<file path="src/rtl/eth_tx_arb_if.sv">
// rtl/eth_tx_arb_if.sv - stream channel carrying one frame plus its destination/length sideband
//
// Signals: tdata/tkeep/tvalid/tlast/tuser/tready form the beat handshake;
// remote_addr (48b destination MAC) and tx_size (16b length/type) describe the frame.
// master: the side that produces beats; slave: the side that accepts them.
interface eth_tx_arb_if #(
    parameter int AXIS_DATA_WIDTH = 64
);
    logic [AXIS_DATA_WIDTH-1:0]   tdata;
    logic [AXIS_DATA_WIDTH/8-1:0] tkeep;
    logic                         tvalid;
    logic                         tlast;
    logic                         tuser;
    logic                         tready;
    logic [47:0]                  remote_addr;
    logic [15:0]                  tx_size;

    modport master (
        output tdata, tkeep, tvalid, tlast, tuser, remote_addr, tx_size,
        input  tready
    );

    modport slave (
        input  tdata, tkeep, tvalid, tlast, tuser, remote_addr, tx_size,
        output tready
    );
endinterface

</file>
<file path="src/rtl/eth_tx_arb.sv">
// rtl/eth_tx_arb.sv - two-source round-robin frame arbiter in front of an Ethernet frame generator
//
// Ports:
//   clk, rstn         single clock, asynchronous active-low reset
//   s0, s1            slave channels from the two frame sources
//   m                 master channel to the frame generator; remote_addr/tx_size are the
//                     values latched when the current frame was granted
//   grant             one-hot active source (01 = s0, 10 = s1), 00 when no frame is granted
//   s0/s1_frm_cnt     completed frames per source, wrapping at 16 bits
// Optional feature: define ETH_TX_ARB_IFG_EN to insert IFG_CYCLES idle (GAP) cycles after
// every frame; without it the arbiter returns straight to IDLE after the last beat.
module eth_tx_arb #(
    parameter int AXIS_DATA_WIDTH = 64,
    parameter int IFG_CYCLES      = 2
) (
    input  logic               clk,
    input  logic               rstn,
    eth_tx_arb_if.slave        s0,
    eth_tx_arb_if.slave        s1,
    eth_tx_arb_if.master       m,
    output logic [1:0]         grant,
    output logic [15:0]        s0_frm_cnt,
    output logic [15:0]        s1_frm_cnt
);

`ifdef ETH_TX_ARB_IFG_EN
    typedef enum logic [1:0] {IDLE = 2'd0, GNT0 = 2'd1, GNT1 = 2'd2, GAP = 2'd3} state_t;
    localparam int GW = (IFG_CYCLES > 1) ? $clog2(IFG_CYCLES) : 1;
`else
    typedef enum logic [1:0] {IDLE = 2'd0, GNT0 = 2'd1, GNT1 = 2'd2} state_t;
`endif

    state_t      state_q, state_d;
    logic        last_q, last_d;        // 1: s1 was granted most recently
    logic [47:0] addr_q, addr_d;
    logic [15:0] size_q, size_d;
    logic [15:0] s0_cnt_q, s0_cnt_d;
    logic [15:0] s1_cnt_q, s1_cnt_d;
`ifdef ETH_TX_ARB_IFG_EN
    logic [GW-1:0] gap_q, gap_d;
`endif

    logic s0_end;
    logic s1_end;

    // The frame ends only when its last beat is actually accepted downstream.
    assign s0_end = (state_q == GNT0) && s0.tvalid && m.tready && s0.tlast;
    assign s1_end = (state_q == GNT1) && s1.tvalid && m.tready && s1.tlast;

    always_ff @(posedge clk or negedge rstn) begin
        if (!rstn) begin
            state_q  <= IDLE;
            last_q   <= 1'b1;
            addr_q   <= '0;
            size_q   <= '0;
            s0_cnt_q <= '0;
            s1_cnt_q <= '0;
`ifdef ETH_TX_ARB_IFG_EN
            gap_q    <= '0;
`endif
        end else begin
            state_q  <= state_d;
            last_q   <= last_d;
            addr_q   <= addr_d;
            size_q   <= size_d;
            s0_cnt_q <= s0_cnt_d;
            s1_cnt_q <= s1_cnt_d;
`ifdef ETH_TX_ARB_IFG_EN
            gap_q    <= gap_d;
`endif
        end
    end

    always_comb begin
        state_d  = state_q;
        last_d   = last_q;
        addr_d   = addr_q;
        size_d   = size_q;
        s0_cnt_d = s0_cnt_q;
        s1_cnt_d = s1_cnt_q;
`ifdef ETH_TX_ARB_IFG_EN
        gap_d    = gap_q;
`endif
        case (state_q)
            IDLE: begin
                // On a tie the source that was not served last wins.
                if (s0.tvalid && (!s1.tvalid || last_q)) begin
                    state_d = GNT0;
                    addr_d  = s0.remote_addr;
                    size_d  = s0.tx_size;
                end else if (s1.tvalid) begin
                    state_d = GNT1;
                    addr_d  = s1.remote_addr;
                    size_d  = s1.tx_size;
                end
            end
            GNT0: begin
                if (s0_end) begin
                    s0_cnt_d = s0_cnt_q + 16'd1;
                    last_d   = 1'b0;
                    state_d  = IDLE;
`ifdef ETH_TX_ARB_IFG_EN
                    if (IFG_CYCLES > 0) state_d = GAP;
`endif
                end
            end
            GNT1: begin
                if (s1_end) begin
                    s1_cnt_d = s1_cnt_q + 16'd1;
                    last_d   = 1'b1;
                    state_d  = IDLE;
`ifdef ETH_TX_ARB_IFG_EN
                    if (IFG_CYCLES > 0) state_d = GAP;
`endif
                end
            end
`ifdef ETH_TX_ARB_IFG_EN
            GAP: begin
                if (gap_q == GW'(IFG_CYCLES - 1)) begin
                    gap_d   = '0;
                    state_d = IDLE;
                end else begin
                    gap_d = gap_q + GW'(1);
                end
            end
`endif
            default: state_d = IDLE;
        endcase
    end

    // Data path is a pure mux: the granted source sees the generator's tready directly.
    always_comb begin
        m.tdata   = '0;
        m.tkeep   = '0;
        m.tvalid  = 1'b0;
        m.tlast   = 1'b0;
        m.tuser   = 1'b0;
        s0.tready = 1'b0;
        s1.tready = 1'b0;
        grant     = 2'b00;
        case (state_q)
            GNT0: begin
                m.tdata   = s0.tdata;
                m.tkeep   = s0.tkeep;
                m.tvalid  = s0.tvalid;
                m.tlast   = s0.tlast;
                m.tuser   = s0.tuser;
                s0.tready = m.tready;
                grant     = 2'b01;
            end
            GNT1: begin
                m.tdata   = s1.tdata;
                m.tkeep   = s1.tkeep;
                m.tvalid  = s1.tvalid;
                m.tlast   = s1.tlast;
                m.tuser   = s1.tuser;
                s1.tready = m.tready;
                grant     = 2'b10;
            end
            default: ;
        endcase
    end

    assign m.remote_addr = addr_q;
    assign m.tx_size     = size_q;
    assign s0_frm_cnt    = s0_cnt_q;
    assign s1_frm_cnt    = s1_cnt_q;

endmodule

</file>
<file path="src/flat_wrapper.sv">
// flat-port wrapper written by rule: the top's interface ports become plain ports
module eth_tx_arb_flat 
#(
    parameter int AXIS_DATA_WIDTH = 64,
    parameter int IFG_CYCLES      = 2
)
  (clk, rstn, grant, s0_frm_cnt, s1_frm_cnt, s0_tdata, s0_tkeep, s0_tvalid, s0_tlast, s0_tuser, s0_remote_addr, s0_tx_size, s0_tready, s1_tdata, s1_tkeep, s1_tvalid, s1_tlast, s1_tuser, s1_remote_addr, s1_tx_size, s1_tready, m_tdata, m_tkeep, m_tvalid, m_tlast, m_tuser, m_remote_addr, m_tx_size, m_tready);
  eth_tx_arb_if #(.AXIS_DATA_WIDTH(AXIS_DATA_WIDTH)) s0_i ();
  eth_tx_arb_if #(.AXIS_DATA_WIDTH(AXIS_DATA_WIDTH)) s1_i ();
  eth_tx_arb_if #(.AXIS_DATA_WIDTH(AXIS_DATA_WIDTH)) m_i ();
  input  logic clk;
  input  logic rstn;
  output logic [1:0] grant;
  output logic [15:0] s0_frm_cnt;
  output logic [15:0] s1_frm_cnt;
  input wire logic [$bits(s0_i.tdata)-1:0] s0_tdata;
  input wire logic [$bits(s0_i.tkeep)-1:0] s0_tkeep;
  input wire logic [$bits(s0_i.tvalid)-1:0] s0_tvalid;
  input wire logic [$bits(s0_i.tlast)-1:0] s0_tlast;
  input wire logic [$bits(s0_i.tuser)-1:0] s0_tuser;
  input wire logic [$bits(s0_i.remote_addr)-1:0] s0_remote_addr;
  input wire logic [$bits(s0_i.tx_size)-1:0] s0_tx_size;
  output wire logic [$bits(s0_i.tready)-1:0] s0_tready;
  input wire logic [$bits(s1_i.tdata)-1:0] s1_tdata;
  input wire logic [$bits(s1_i.tkeep)-1:0] s1_tkeep;
  input wire logic [$bits(s1_i.tvalid)-1:0] s1_tvalid;
  input wire logic [$bits(s1_i.tlast)-1:0] s1_tlast;
  input wire logic [$bits(s1_i.tuser)-1:0] s1_tuser;
  input wire logic [$bits(s1_i.remote_addr)-1:0] s1_remote_addr;
  input wire logic [$bits(s1_i.tx_size)-1:0] s1_tx_size;
  output wire logic [$bits(s1_i.tready)-1:0] s1_tready;
  output wire logic [$bits(m_i.tdata)-1:0] m_tdata;
  output wire logic [$bits(m_i.tkeep)-1:0] m_tkeep;
  output wire logic [$bits(m_i.tvalid)-1:0] m_tvalid;
  output wire logic [$bits(m_i.tlast)-1:0] m_tlast;
  output wire logic [$bits(m_i.tuser)-1:0] m_tuser;
  output wire logic [$bits(m_i.remote_addr)-1:0] m_remote_addr;
  output wire logic [$bits(m_i.tx_size)-1:0] m_tx_size;
  input wire logic [$bits(m_i.tready)-1:0] m_tready;
  assign s0_i.tdata = s0_tdata;
  assign s0_i.tkeep = s0_tkeep;
  assign s0_i.tvalid = s0_tvalid;
  assign s0_i.tlast = s0_tlast;
  assign s0_i.tuser = s0_tuser;
  assign s0_i.remote_addr = s0_remote_addr;
  assign s0_i.tx_size = s0_tx_size;
  assign s0_tready = s0_i.tready;
  assign s1_i.tdata = s1_tdata;
  assign s1_i.tkeep = s1_tkeep;
  assign s1_i.tvalid = s1_tvalid;
  assign s1_i.tlast = s1_tlast;
  assign s1_i.tuser = s1_tuser;
  assign s1_i.remote_addr = s1_remote_addr;
  assign s1_i.tx_size = s1_tx_size;
  assign s1_tready = s1_i.tready;
  assign m_tdata = m_i.tdata;
  assign m_tkeep = m_i.tkeep;
  assign m_tvalid = m_i.tvalid;
  assign m_tlast = m_i.tlast;
  assign m_tuser = m_i.tuser;
  assign m_remote_addr = m_i.remote_addr;
  assign m_tx_size = m_i.tx_size;
  assign m_i.tready = m_tready;
  eth_tx_arb #(.AXIS_DATA_WIDTH(AXIS_DATA_WIDTH), .IFG_CYCLES(IFG_CYCLES)) u_core (.clk(clk), .rstn(rstn), .s0(s0_i), .s1(s1_i), .m(m_i), .grant(grant), .s0_frm_cnt(s0_frm_cnt), .s1_frm_cnt(s1_frm_cnt));
endmodule
</file>
<file path="config.mk">
export PLATFORM = sky130hd
export DESIGN_NAME = eth_tx_arb_flat
export DESIGN_NICKNAME = d
export VERILOG_FILES = /design/src/rtl/eth_tx_arb_if.sv /design/src/rtl/eth_tx_arb.sv /design/src/flat_wrapper.sv
export SDC_FILE = /design/constraint.sdc
export NUM_CORES = 1
export LEC_CHECK = 0
export BUFFER_PORTS_ARGS = -buffer_cell sky130_fd_sc_hd__buf_2
export CORE_AREA = 2 2 177 179
export CTS_BUF_LIST = sky130_fd_sc_hd__clkbuf_8
export DETAILED_ROUTE_END_ITERATION = 6
export DIE_AREA = 0 0 179 181
export PLACE_DENSITY = 0.51
export SYNTH_ARGS = -nofsm -noshare
export SYNTH_HDL_FRONTEND = slang
export SYNTH_SLANG_ARGS = --single-unit
</file>
<file path="constraint.sdc">
create_clock -name clk -period 2.7 [get_ports clk]
set_input_delay 0.405 -clock clk [delete_from_list [all_inputs] [get_ports clk]]
set_output_delay 0.405 -clock clk [all_outputs]
set_load 0.01 [all_outputs]
</file>
==> impl_summary.txt, run 1 <==
----------------------------------------------------
[STA]
  Fmax ... 0.406 GHz
  Final clock period utilization by the worst path ... 91.3%
  Final number of setup-violating endpoints ... 0
  Worst rel slew slack ... 35.3%
  Slew @ Worst Pin ... 967 ps
  Number of endpoints with negative hold slack in the final report ... 0
  Worst hold margin ... 52.5 ps
  Final critical delay including setup and external delays ... 2470 ps
  Worst clock skew ... 9.25 ps
  Setup repair after global routing missed its margin ... false
  Max-slew violations ... 0
  Total negative slack for setup checks ... 0 ps

[Placement]
  Number of I/O port buffers ... 455
  Placement Cell Area ... 0.00856 mm2
  HPWL after detailed placement ... 20,000 um
  RD Place Congestion ... 0.847
  Number of placed instances, taps included ... 1,424

[Final layout]
  Number of nets in the layout ... 1,327
  Area growth, synth to finish ... 52.2%
  Cell area after layout ... 0.00882 mm2
  Count of placed standard cells in the final layout, fillers left out ... 1,443
  Share of final-layout standard cells stronger than drive strength 1 ... 47.7%

[Yosys]
  Number of instances in the synthesized netlist ... 609
  Average instance area after synthesis ... 9.51 um2
  Number of distinct library cells after synthesis ... 36
  Area of the mapped netlist ... 0.00579 mm2
  Yosys warning total ... 0
  Share of the yosys chip area belonging to registers ... 42.8%
  Syn nets ... 897
  Count of state elements after synthesis ... 99

[Critical path]
  Reg2reg start ... u_core.state_q[0]$_DFFE_PN0P_
  Kind of end point of the critical path ... primary output
  R2r setup slk ... 670 ps
  Largest fanout of any net on the critical path ... 26
  Slowest stage cell, crit path ... sky130_fd_sc_hd__dfrtp_1
  Path type of the worst setup path ... reg -> out
  R2r endpoint ... u_core.s1_frm_cnt[10]$_DFFE_PN0P_
  Worst R2R Path Depth ... 6
  Signal arrival time at the worst endpoint ... 2060 ps
  Critical Path Start Type ... register
  Critical path required time ... 2300 ps
  Max incr delay on CP ... 450 ps
  Critical Path, Cell by Cell ... inv_1 -> ha_4 -> buf_6 -> a22oi_1 -> nor2b_1 -> buf_2

[Power]
  Final Power ... 7.55 mW
  Leakage ... 4.74 nW
  Max VDD drop ... 337 uV
  Power per standard cell area ... 856 mW/mm2

[Clock network]
  H-Tree Level Count ... 3
  Insertion delay of the later-clocked pin in the worst-skew pair ... 380 ps
  Root Buffer ... sky130_fd_sc_hd__clkbuf_8
  Number of cells upsized or downsized after cts ... 0
  Post CTS Setup Buffer Count ... 0
  Maximum clock insertion buffer count ... 2
  TritonCTS clock tree ... yes
  CTS sink count ... 99
  Clock transition time at the flip-flop clock pins of the worst setup and hold paths ... 100 ps
  Inserted Clock Buffers ... 9
  Hold buffer count at CTS ... 0

[Drt]
  TritonRoute pass-1 iters ... 4
  Routed Wire Length ... 24,500 um
  Routed WL per cell ... 16.9 um
  DR iter-0 viols ... 192
  Vias/cell ... 4.24
  DRC violations left ... 0
  Via Count ... 6,116
  Antenna Nets Post-Route ... 0

[Floorplanning]
  Ports placed on the boundary ... 456
  Die Span Y ... 181 um
  Placeable Area ... 0.0303 mm2
  Total Die Area ... 0.0324 mm2
  X dimension of the die ... 179 um
  Initial Util ... 19.1%
  Num rows ... 64

[Outcome]
  Outcome ... finished clean

[Global routing]
  Number of global-route vias before repair ... 5,877
  Global-route wire length before repair ... 35,000 um
  Total Routing Usage GR ... 14.5%
  Global route overflow ... 0
  Initial antenna violation count ... 5
  Pin count of the biggest net entering global routing ... 78

[Job]
  Reported max-cap violation count ... 0

[Worst hold path]
  Min-Delay Path Class ... in -> async

----------------------------------------------------
-- cell usage in the layout, fill, tap and decap left out, types with 2 or more instances in the layout --
cell type	instances
sky130_fd_sc_hd__a22oi_1	76
sky130_fd_sc_hd__a31oi_1	2
sky130_fd_sc_hd__and2_1	2
sky130_fd_sc_hd__and4_1	4
sky130_fd_sc_hd__buf_12	7
sky130_fd_sc_hd__buf_2	454
sky130_fd_sc_hd__buf_4	6
sky130_fd_sc_hd__buf_6	2
sky130_fd_sc_hd__bufinv_16	3
sky130_fd_sc_hd__clkbuf_8	9
sky130_fd_sc_hd__clkinv_2	2
sky130_fd_sc_hd__dfrtp_1	98
sky130_fd_sc_hd__diode_2	3
sky130_fd_sc_hd__ha_1	4
sky130_fd_sc_hd__ha_4	2
sky130_fd_sc_hd__inv_1	5
sky130_fd_sc_hd__mux2i_1	65
sky130_fd_sc_hd__nand2_1	86
sky130_fd_sc_hd__nand3_1	8
sky130_fd_sc_hd__nand4_1	12
sky130_fd_sc_hd__nor2_1	5
sky130_fd_sc_hd__nor2b_1	75
sky130_fd_sc_hd__nor3_1	3
sky130_fd_sc_hd__nor4_2	3
sky130_fd_sc_hd__o21ai_0	4
sky130_fd_sc_hd__o21ai_1	60
sky130_fd_sc_hd__o21ai_4	2
sky130_fd_sc_hd__xnor2_1	20
sky130_fd_sc_hd__xor2_1	10
-- cell usage after synthesis (all sizes together) --
cell / count / area (um2)
nor2: 5 / 18.8
inv: 6 / 22.5
a22oi: 76 / 571
o211ai: 1 / 7.51
or2: 1 / 6.26
o21ai: 66 / 330
nand2b: 1 / 6.26
clkbuf: 27 / 101
xor2: 10 / 87.6
dfrtp: 98 / 2450
mux2i: 65 / 651
a41o: 1 / 10.0
xnor2: 20 / 175
and4: 4 / 35.0
nand4: 14 / 109
a21oi: 1 / 5.00
nand3: 8 / 40.0
and2: 2 / 12.5
nor3: 3 / 15.0
and3: 1 / 6.26
nor4: 4 / 58.8
a31oi: 2 / 12.5
a31o: 1 / 8.76
ha: 7 / 87.6
dfstp: 1 / 26.3
buf: 23 / 146
nor2b: 75 / 469
nand2: 86 / 323
-- sequential cells by signal (all words and copies together), names as in the netlist --
signal / count
u_core.s1_frm_cnt: 16
u_core.m.tx_size: 16
u_core.s0_frm_cnt: 16
u_core.last_q: 1
u_core.m.remote_addr: 48
u_core.state_q: 2
-- per-stage QoR --
step	utilization, %	setup WS, ps
global route	29.1	34.6
CTS	29.0	41.7
global placement	28.2	550
finish	29.1	234
detailed placement	28.2	504
floorplan	-	619
-- worst max-delay path, delay by kind of cell (launching register included) --
kind            cells  cell delay [ps]
buf+inv             3              600
fa+ha+maj           1              290
flops               1              450
compound gates      1              170
simple gates        1              140
-- layer usage --
layer	vias up	GRT usage (%)	routed length (um)
li1	3008	-	-
met1	2779	16.1	9450
met2	303	25.8	12200
met3	26	3.66	2150
met4	0	6.08	650
met5	-	0	0
-- kinds of logic (layout without fill, tap and decap cells) --
kind of cell	after synthesis	after routing	share of synthesized area, %
flip-flops	99	99	42.8
XOR/XNOR	30	30	4.53
other	0	3	0
buffers and inverters	56	491	4.66
adder cells (fa/ha/maj)	7	7	1.51
AO/OA/AOI/OAI	148	148	16.3
AND/OR/NAND/NOR	204	204	19.0
multiplexers	65	65	11.2
-- where the power goes --
group	switching [mW]	total [mW]	leakage, nW	internal [mW]
clock network	0.532	1.15	0.119	0.613
logic	2.32	4.12	3.36	1.80
registers	0.282	2.29	1.26	2.01
total	3.13	7.55	4.74	4.42
-- worst max path at each step --
stage / cells past startpoint / startpoint / to
after floorplan: 7 / u_core.state_q[0]$_DFFE_PN0P_ / m_tdata[39]
after global placement: 6 / u_core.state_q[0]$_DFFE_PN0P_ / m_tdata[11]
after detailed placement: 6 / u_core.state_q[0]$_DFFE_PN0P_ / m_tdata[7]
after CTS: 6 / u_core.state_q[0]$_DFFE_PN0P_ / m_tdata[7]
after global routing: 6 / u_core.state_q[0]$_DFFE_PN0P_ / m_tdata[7]
final: 6 / u_core.state_q[0]$_DFFE_PN0P_ / m_tdata[7]
-- area by class of cell --
class | count | area, um2
antenna | 3 | 7.51
fill | 3324 | 21500
sequential | 99 | 2480
inverter | 6 | 22.5
multi-input combinational | 454 | 3100
tap | 396 | 495
clock buffer | 9 | 124
clock inverter | 7 | 116
timing repair buffer | 469 | 2480
(Power assumes the default switching activity.)
==> inputs of run 2 (changes only) <==
--- a/config.mk
+++ b/config.mk
@@ -5,11 +5,12 @@
 export SDC_FILE = /design/constraint.sdc
 export NUM_CORES = 1
 export LEC_CHECK = 0
+export ABC_AREA = 1
 export BUFFER_PORTS_ARGS = -buffer_cell sky130_fd_sc_hd__buf_2
-export CORE_AREA = 2 2 177 179
+export CORE_AREA = 2 2 176 178
 export CTS_BUF_LIST = sky130_fd_sc_hd__clkbuf_8
 export DETAILED_ROUTE_END_ITERATION = 6
-export DIE_AREA = 0 0 179 181
+export DIE_AREA = 0 0 178 180
 export PLACE_DENSITY = 0.51
 export SYNTH_ARGS = -nofsm -noshare
 export SYNTH_HDL_FRONTEND = slang
==> run 2 against run 1 <==
Compared with the run above:
- largest power group unchanged
- first-iteration DRC count grew 60%
- cell area down 1.5%
- cell count increased by 14%
- clock power down 18%
- fmax shrank 2.8%
- non-clock buffer count fell by 3
- die area shrank 1.1%
==> impl_summary.txt, run 2 <==
----------------------------------------------------
[Drt]
  TritonRoute pass-1 iters ... 5
  Antenna Nets Post-Route ... 0
  Routed Wire Length ... 24,400 um
  Vias/cell ... 4.23
  DRC violations left ... 0
  DR iter-0 viols ... 308
  Routed WL per cell ... 14.8 um
  Via Count ... 6,969

[STA]
  Slew @ Worst Pin ... 565 ps
  Max-slew violations ... 0
  Final Worst Setup Slack ... 163 ps
  Setup repair after global routing missed its margin ... false
  Number of endpoints with negative hold slack in the final report ... 0
  Final number of setup-violating endpoints ... 0
  Fmax ... 0.394 GHz
  Final critical delay including setup and external delays ... 2540 ps
  Worst clock skew ... 24.4 ps
  Total negative slack for setup checks ... 0 ps
  Final clock period utilization by the worst path ... 93.9%
  Worst hold margin ... 250 ps
  Worst rel slew slack ... 62.4%

[Yosys]
  Number of distinct library cells after synthesis ... 26
  Share of the yosys chip area belonging to registers ... 43.1%
  Average instance area after synthesis ... 7.00 um2
  Most used standard cell by instance count after synthesis ... sky130_fd_sc_hd__nand2_1
  Dominant cells by area after synthesis ... sky130_fd_sc_hd__dfrtp_1 (43%), sky130_fd_sc_hd__nand2_1 (23%), sky130_fd_sc_hd__a31oi_1 (7.0%)
  Count of state elements after synthesis ... 99
  Syn nets ... 1,110
  Yosys warning total ... 0
  Async set or reset register ratio after synthesis ... 100%
  Cell type with the largest total area after synthesis ... sky130_fd_sc_hd__dfrtp_1
  Top post-synthesis cells by count ... sky130_fd_sc_hd__nand2_1 (346), sky130_fd_sc_hd__dfrtp_1 (98), sky130_fd_sc_hd__nor2_1 (78)
  Portion of synthesized cell area occupied by the leading cell type ... 42.6%
  Number of instances in the synthesized netlist ... 822
  Area of the mapped netlist ... 0.00575 mm2
  EDFF count, synth ... 0
  Most used DFF post-synth ... sky130_fd_sc_hd__dfrtp_1

[Global routing]
  Number of global-route vias before repair ... 6,782
  Total Routing Usage GR ... 14.6%
  Pin count of the biggest net entering global routing ... 67
  Global-route wire length before repair ... 36,900 um
  Global route overflow ... 0
  Initial antenna violation count ... 0

[Clock network]
  Root Buffer ... sky130_fd_sc_hd__clkbuf_8
  Maximum clock insertion buffer count ... 2
  Insertion delay of the later-clocked pin in the worst-skew pair ... 390 ps
  Inserted Clock Buffers ... 9
  Post CTS Setup Buffer Count ... 0
  TritonCTS clock tree ... yes
  CTS sink count ... 99
  H-Tree Level Count ... 3
  Clock transition time at the flip-flop clock pins of the worst setup and hold paths ... 120 ps

[Floorplanning]
  Initial Util ... 19.1%
  Num rows ... 64
  Total Die Area ... 0.0320 mm2
  Die Span Y ... 180 um
  X dimension of the die ... 178 um
  Ports placed on the boundary ... 456
  Placeable Area ... 0.0302 mm2

[Placement]
  Number of placed instances, taps included ... 1,630
  Number of I/O port buffers ... 455
  HPWL after detailed placement ... 19,000 um
  RD Place Congestion ... 0.877
  Worst slack at placement ... 413 ps
  Placement Cell Area ... 0.00849 mm2

[Critical path]
  R2r endpoint ... u_core.s0_frm_cnt[13]$_DFFE_PN0P_
  Reg2reg start ... u_core.state_q[1]$_DFFE_PN0P_
  Path type of the worst setup path ... reg -> out
  Kind of end point of the critical path ... primary output
  R2r setup slk ... 590 ps
  Largest fanout of any net on the critical path ... 56
  Critical Path Start ... u_core.state_q[0]$_DFFE_PN0P_
  Signal arrival time at the worst endpoint ... 2130 ps
  Critical Path Start Type ... register
  Last element of the critical path ... m_tdata[15]
  Critical path required time ... 2300 ps
  Worst R2R Path Depth ... 10

[Power]
  Max VDD drop ... 363 uV
  Power per standard cell area ... 822 mW/mm2
  Leakage ... 4.51 nW

[Final layout]
  Antenna Diode Count ... 0
  Highest-count cells in the layout ignoring fill and taps ... sky130_fd_sc_hd__buf_2 (454), sky130_fd_sc_hd__nand2_1 (346), sky130_fd_sc_hd__dfrtp_1 (98)
  Share of final-layout standard cells stronger than drive strength 1 ... 39.7%
  Area growth, synth to finish ... 51.0%
  Cell area after layout ... 0.00869 mm2
  Filler instances ... 3,403
  Number of nets in the layout ... 1,534
  Flip-flop count of the largest register after layout ... 48
  Leading cell type in the layout, fill and taps excluded ... sky130_fd_sc_hd__buf_2
  Count of placed standard cells in the final layout, fillers left out ... 1,647

[Outcome]
  Outcome ... finished clean

[Worst hold path]
  Min-Delay Path Class ... in -> reg

[Job]
  Reported max-cap violation count ... 0

----------------------------------------------------
==> run 2: worst min-delay path by stage <==
stage                                      endpoint               start  cells past startpoint
2_1_floorplan   u_core.m.remote_addr[0]$_DFFE_PN0P_                rstn                      0
3_3_place_gp       u_core.s0_frm_cnt[9]$_DFFE_PN0P_                rstn                      1
3_5_place_dp      u_core.s0_frm_cnt[13]$_DFFE_PN0P_                rstn                      1
4_1_cts        u_core.m.remote_addr[16]$_DFFE_PN0P_  s0_remote_addr[16]                      3
5_1_grt        u_core.m.remote_addr[16]$_DFFE_PN0P_  s0_remote_addr[16]                      3
6_report            u_core.m.tx_size[3]$_DFFE_PN0P_       s0_tx_size[3]                      3
==> run 2: logic make-up (layout without fill, tap and decap cells) <==
group / count (synthesis) / count (layout) / synth area share (%)
xor gates and xnor gates: 21 / 21 / 3.20
buffers and inverters: 89 / 518 / 6.44
adders and majority gates: 7 / 7 / 1.52
and+or+nand+nor: 464 / 464 / 31.9
DFF: 99 / 99 / 43.1
AOI/OAI and AO/OA: 142 / 142 / 13.9
==> run 2: repair_timing <==
action,CTS,global route
gates resized for setup,1,2
hold buffers,1,0
endpoints found under the setup margin,3,51
endpoints found under the hold margin,13,0
==> run 2: critical path, stage by stage, from the launching register on <==
cell	delay, ps
sky130_fd_sc_hd__dfrtp_1	420
sky130_fd_sc_hd__inv_1	160
sky130_fd_sc_hd__ha_4	330
sky130_fd_sc_hd__buf_12	280
sky130_fd_sc_hd__nand2_1	90
sky130_fd_sc_hd__a21oi_1	250
sky130_fd_sc_hd__buf_2	200
==> run 2: where the power goes <==
part | switching (mW) | internal, mW | total (mW)
sequential | 0.327 | 2.02 | 2.35
clock | 0.596 | 0.343 | 0.939
combinational | 2.38 | 1.48 | 3.85
total | 3.30 | 3.84 | 7.14
==> run 2: through the flow <==
| stage | util, % | power (mW) |
|---|---|---|
| global route | 28.8 | 7.77 |
| floorplan | - | 4.54 |
| CTS | 28.8 | 7.26 |
| finish | 28.8 | 7.14 |
| global placement | 28.1 | 6.25 |
| detailed placement | 28.1 | 6.27 |
==> run 2: layout make-up <==
type                            count  area (um2)  area share (%)
Clock inverter                      7        52.6           0.605
Tap cell                          396         495            5.70
Sequential cell                    99        2480            28.5
Inverter                           36         138            1.58
Clock buffer                        9         124            1.43
Timing Repair Buffer              466        2460            28.4
Multi-Input combinational cell    634        2940            33.8
==> run 2: per-layer routing <==
metal  up-vias  part of all wire, %  global-route usage (%)  routed length, um
met5         -                    0                       0                  0
met4         0                 0.83                    2.66                201
met1      3167                   43                    19.1              10600
met2       295                   48                    24.7              11700
met3        16                  7.6                    3.36               1840
li1       3491                    -                       -                  -
==> inputs of run 3 (changes only) <==
--- a/config.mk
+++ b/config.mk
@@ -9,9 +9,10 @@
 export BUFFER_PORTS_ARGS = -buffer_cell sky130_fd_sc_hd__buf_2
 export CORE_AREA = 2 2 176 178
 export CTS_BUF_LIST = sky130_fd_sc_hd__clkbuf_8
+export CTS_CLUSTER_DIAMETER = 40
 export DETAILED_ROUTE_END_ITERATION = 6
 export DIE_AREA = 0 0 178 180
-export PLACE_DENSITY = 0.51
+export PLACE_DENSITY = 0.54
 export SYNTH_ARGS = -nofsm -noshare
 export SYNTH_HDL_FRONTEND = slang
 export SYNTH_SLANG_ARGS = --single-unit
==> run 3 against run 2 <==
Compared with the run above:
- cell area down 0.20%
- global-route usage is 0.52 points lower
- non-clock buffer count did not move
- first-iteration DRC count rose by 41%
- worst setup slack gained 63 ps
- hold slack worse by 9.4 ps
- register-to-register slack better by 150 ps
- sequential cell count did not move
- clock power rose by 2.3%
- count of clock-buffer cells in the layout unchanged
==> impl_summary.txt, run 3 (synthesis gave the netlist of run 2 again) <==
----------------------------------------------------
[Worst hold path]
  Hold path startpoint ... s0_remote_addr[6]
  Min-Delay Path Class ... in -> reg
  End point of the most critical hold path ... u_core.m.remote_addr[6]$_DFFE_PN0P_
  WHS Path Cells ... 3

[Global routing]
  Initial antenna violation count ... 2
  Global route overflow ... 0
  Global-route wire length before repair ... 35,500 um
  Pin count of the biggest net entering global routing ... 131
  Total Routing Usage GR ... 14.1%
  Number of global-route vias before repair ... 6,819

[Drt]
  Via Count ... 7,030
  Antenna Nets Post-Route ... 0
  DRC violations left ... 0
  Routed Wire Length ... 23,300 um
  Vias/cell ... 4.26
  Routed WL per cell ... 14.1 um
  DR iter-0 viols ... 435
  TritonRoute pass-1 iters ... 5

[STA]
  Final critical delay including setup and external delays ... 2470 ps
  Worst clock skew ... 22.0 ps
  Total negative slack for setup checks ... 0 ps
  Max-slew violations ... 0
  Number of endpoints with negative hold slack in the final report ... 0
  Worst rel slew slack ... 56.6%
  Final clock period utilization by the worst path ... 91.6%
  Final number of setup-violating endpoints ... 0
  Setup repair after global routing missed its margin ... false
  Fmax ... 0.404 GHz
  Slew @ Worst Pin ... 652 ps

[Clock network]
  TritonCTS clock tree ... yes
  CTS sink count ... 99
  Maximum clock insertion buffer count ... 2
  Root Buffer ... sky130_fd_sc_hd__clkbuf_8
  Clock transition time at the flip-flop clock pins of the worst setup and hold paths ... 120 ps
  Post CTS Setup Buffer Count ... 0
  Inserted Clock Buffers ... 9
  Insertion delay of the later-clocked pin in the worst-skew pair ... 390 ps
  H-Tree Level Count ... 3

[Floorplanning]
  Initial Util ... 19.1%
  Num rows ... 64
  Die Span Y ... 180 um
  Ports placed on the boundary ... 456
  Placeable Area ... 0.0302 mm2
  Total Die Area ... 0.0320 mm2
  X dimension of the die ... 178 um

[Critical path]
  Signal arrival time at the worst endpoint ... 2070 ps
  Reg2reg start ... u_core.state_q[0]$_DFFE_PN0P_
  Critical path required time ... 2300 ps
  Worst R2R Path Depth ... 8
  Critical Path Start Type ... register
  R2r endpoint ... u_core.s1_frm_cnt[11]$_DFFE_PN0P_
  Critical Path Start ... u_core.state_q[1]$_DFFE_PN0P_
  R2r setup slk ... 740 ps
  Path type of the worst setup path ... reg -> out
  Largest fanout of any net on the critical path ... 68
  Kind of end point of the critical path ... primary output

[Final layout]
  Highest-count cells in the layout ignoring fill and taps ... sky130_fd_sc_hd__buf_2 (454), sky130_fd_sc_hd__nand2_1 (346), sky130_fd_sc_hd__dfrtp_1 (98)
  Area used by multi-input combinational logic ... 0.00293 mm2
  Final Util ... 28.7%
  Area growth, synth to finish ... 50.7%
  Number of nets in the layout ... 1,534
  Share of final-layout standard cells stronger than drive strength 1 ... 39.7%
  Register Area ... 0.00248 mm2
  Leading cell type in the layout, fill and taps excluded ... sky130_fd_sc_hd__buf_2
  Filler instances ... 3,339
  Flip-flop count of the largest register after layout ... 48

[Placement]
  RD Place Congestion ... 0.965
  HPWL after detailed placement ... 18,000 um
  Number of I/O port buffers ... 455

[Outcome]
  Outcome ... finished clean

[Power]
  Power per standard cell area ... 817 mW/mm2
  Max VDD drop ... 559 uV
  Leakage ... 4.50 nW

[Job]
  Reported max-cap violation count ... 0

----------------------------------------------------
## run 3: cell type report
class	instances	share of cell area, %
clock inverter	7	0.736
sequential	99	28.6
inverter	36	1.56
clock buffer	9	1.43
timing repair buffer	466	28.2
antenna	2	0.0577
tap	396	5.71
multi-input combinational	634	33.7
## run 3: worst max-delay path by stage
| stage | end | slack, ps | cells past startpoint |
|---|---|---|---|
| after detailed placement | m_tdata[37] | 600 | 6 |
| after global routing | m_tdata[11] | 40 | 6 |
| after CTS | m_tdata[37] | 120 | 6 |
| after floorplan | m_tdata[27] | 790 | 7 |
| after global placement | m_tdata[31] | 660 | 6 |
| final | m_tdata[13] | 230 | 6 |
## run 3: routing by layer
layer  track usage (%)  wire length (um)
met2              23.8             11000
met1              17.2              9620
met5                 0                17
met3              4.02              2220
met4              4.30               458
## run 3: power by group
| part | switching [mW] | total (mW) | leakage, nW | internal (mW) |
|---|---|---|---|---|
| logic | 2.35 | 3.78 | 3.27 | 1.43 |
| registers | 0.319 | 2.34 | 1.14 | 2.03 |
| clock network | 0.610 | 0.961 | 0.0919 | 0.352 |
| total | 3.28 | 7.09 | 4.50 | 3.81 |
## run 3: critical path, cell delays in order (launching register included)
cell and delay [ps]:
sky130_fd_sc_hd__dfrtp_1 430, sky130_fd_sc_hd__inv_1 110, sky130_fd_sc_hd__ha_2 350, sky130_fd_sc_hd__buf_12 290, sky130_fd_sc_hd__nand2_1 110, sky130_fd_sc_hd__a21oi_1 180
sky130_fd_sc_hd__buf_2 160
## run 3: repair_timing
item                                    CTS  global route
resized for setup                         0             1
endpoints found under the setup margin    0            26
hold endpoints to repair                 23             0
hold buffers                              1             0
## run 3: metrics by stage
stage / instance area, um2 / setup WS, ps / hold slack, ps / cells / power (mW)
2_1_floorplan: 5750 / 790 / 109 / 822 / 4.54
3_3_place_gp: 8460 / 665 / 423 / 1630 / 6.16
3_5_place_dp: 8460 / 603 / 428 / 1630 / 6.20
4_1_cts: 8660 / 121 / 202 / 1647 / 7.21
5_1_grt: 8670 / 40.7 / 211 / 1647 / 7.76
6_report: 8670 / 227 / 241 / 1649 / 7.09
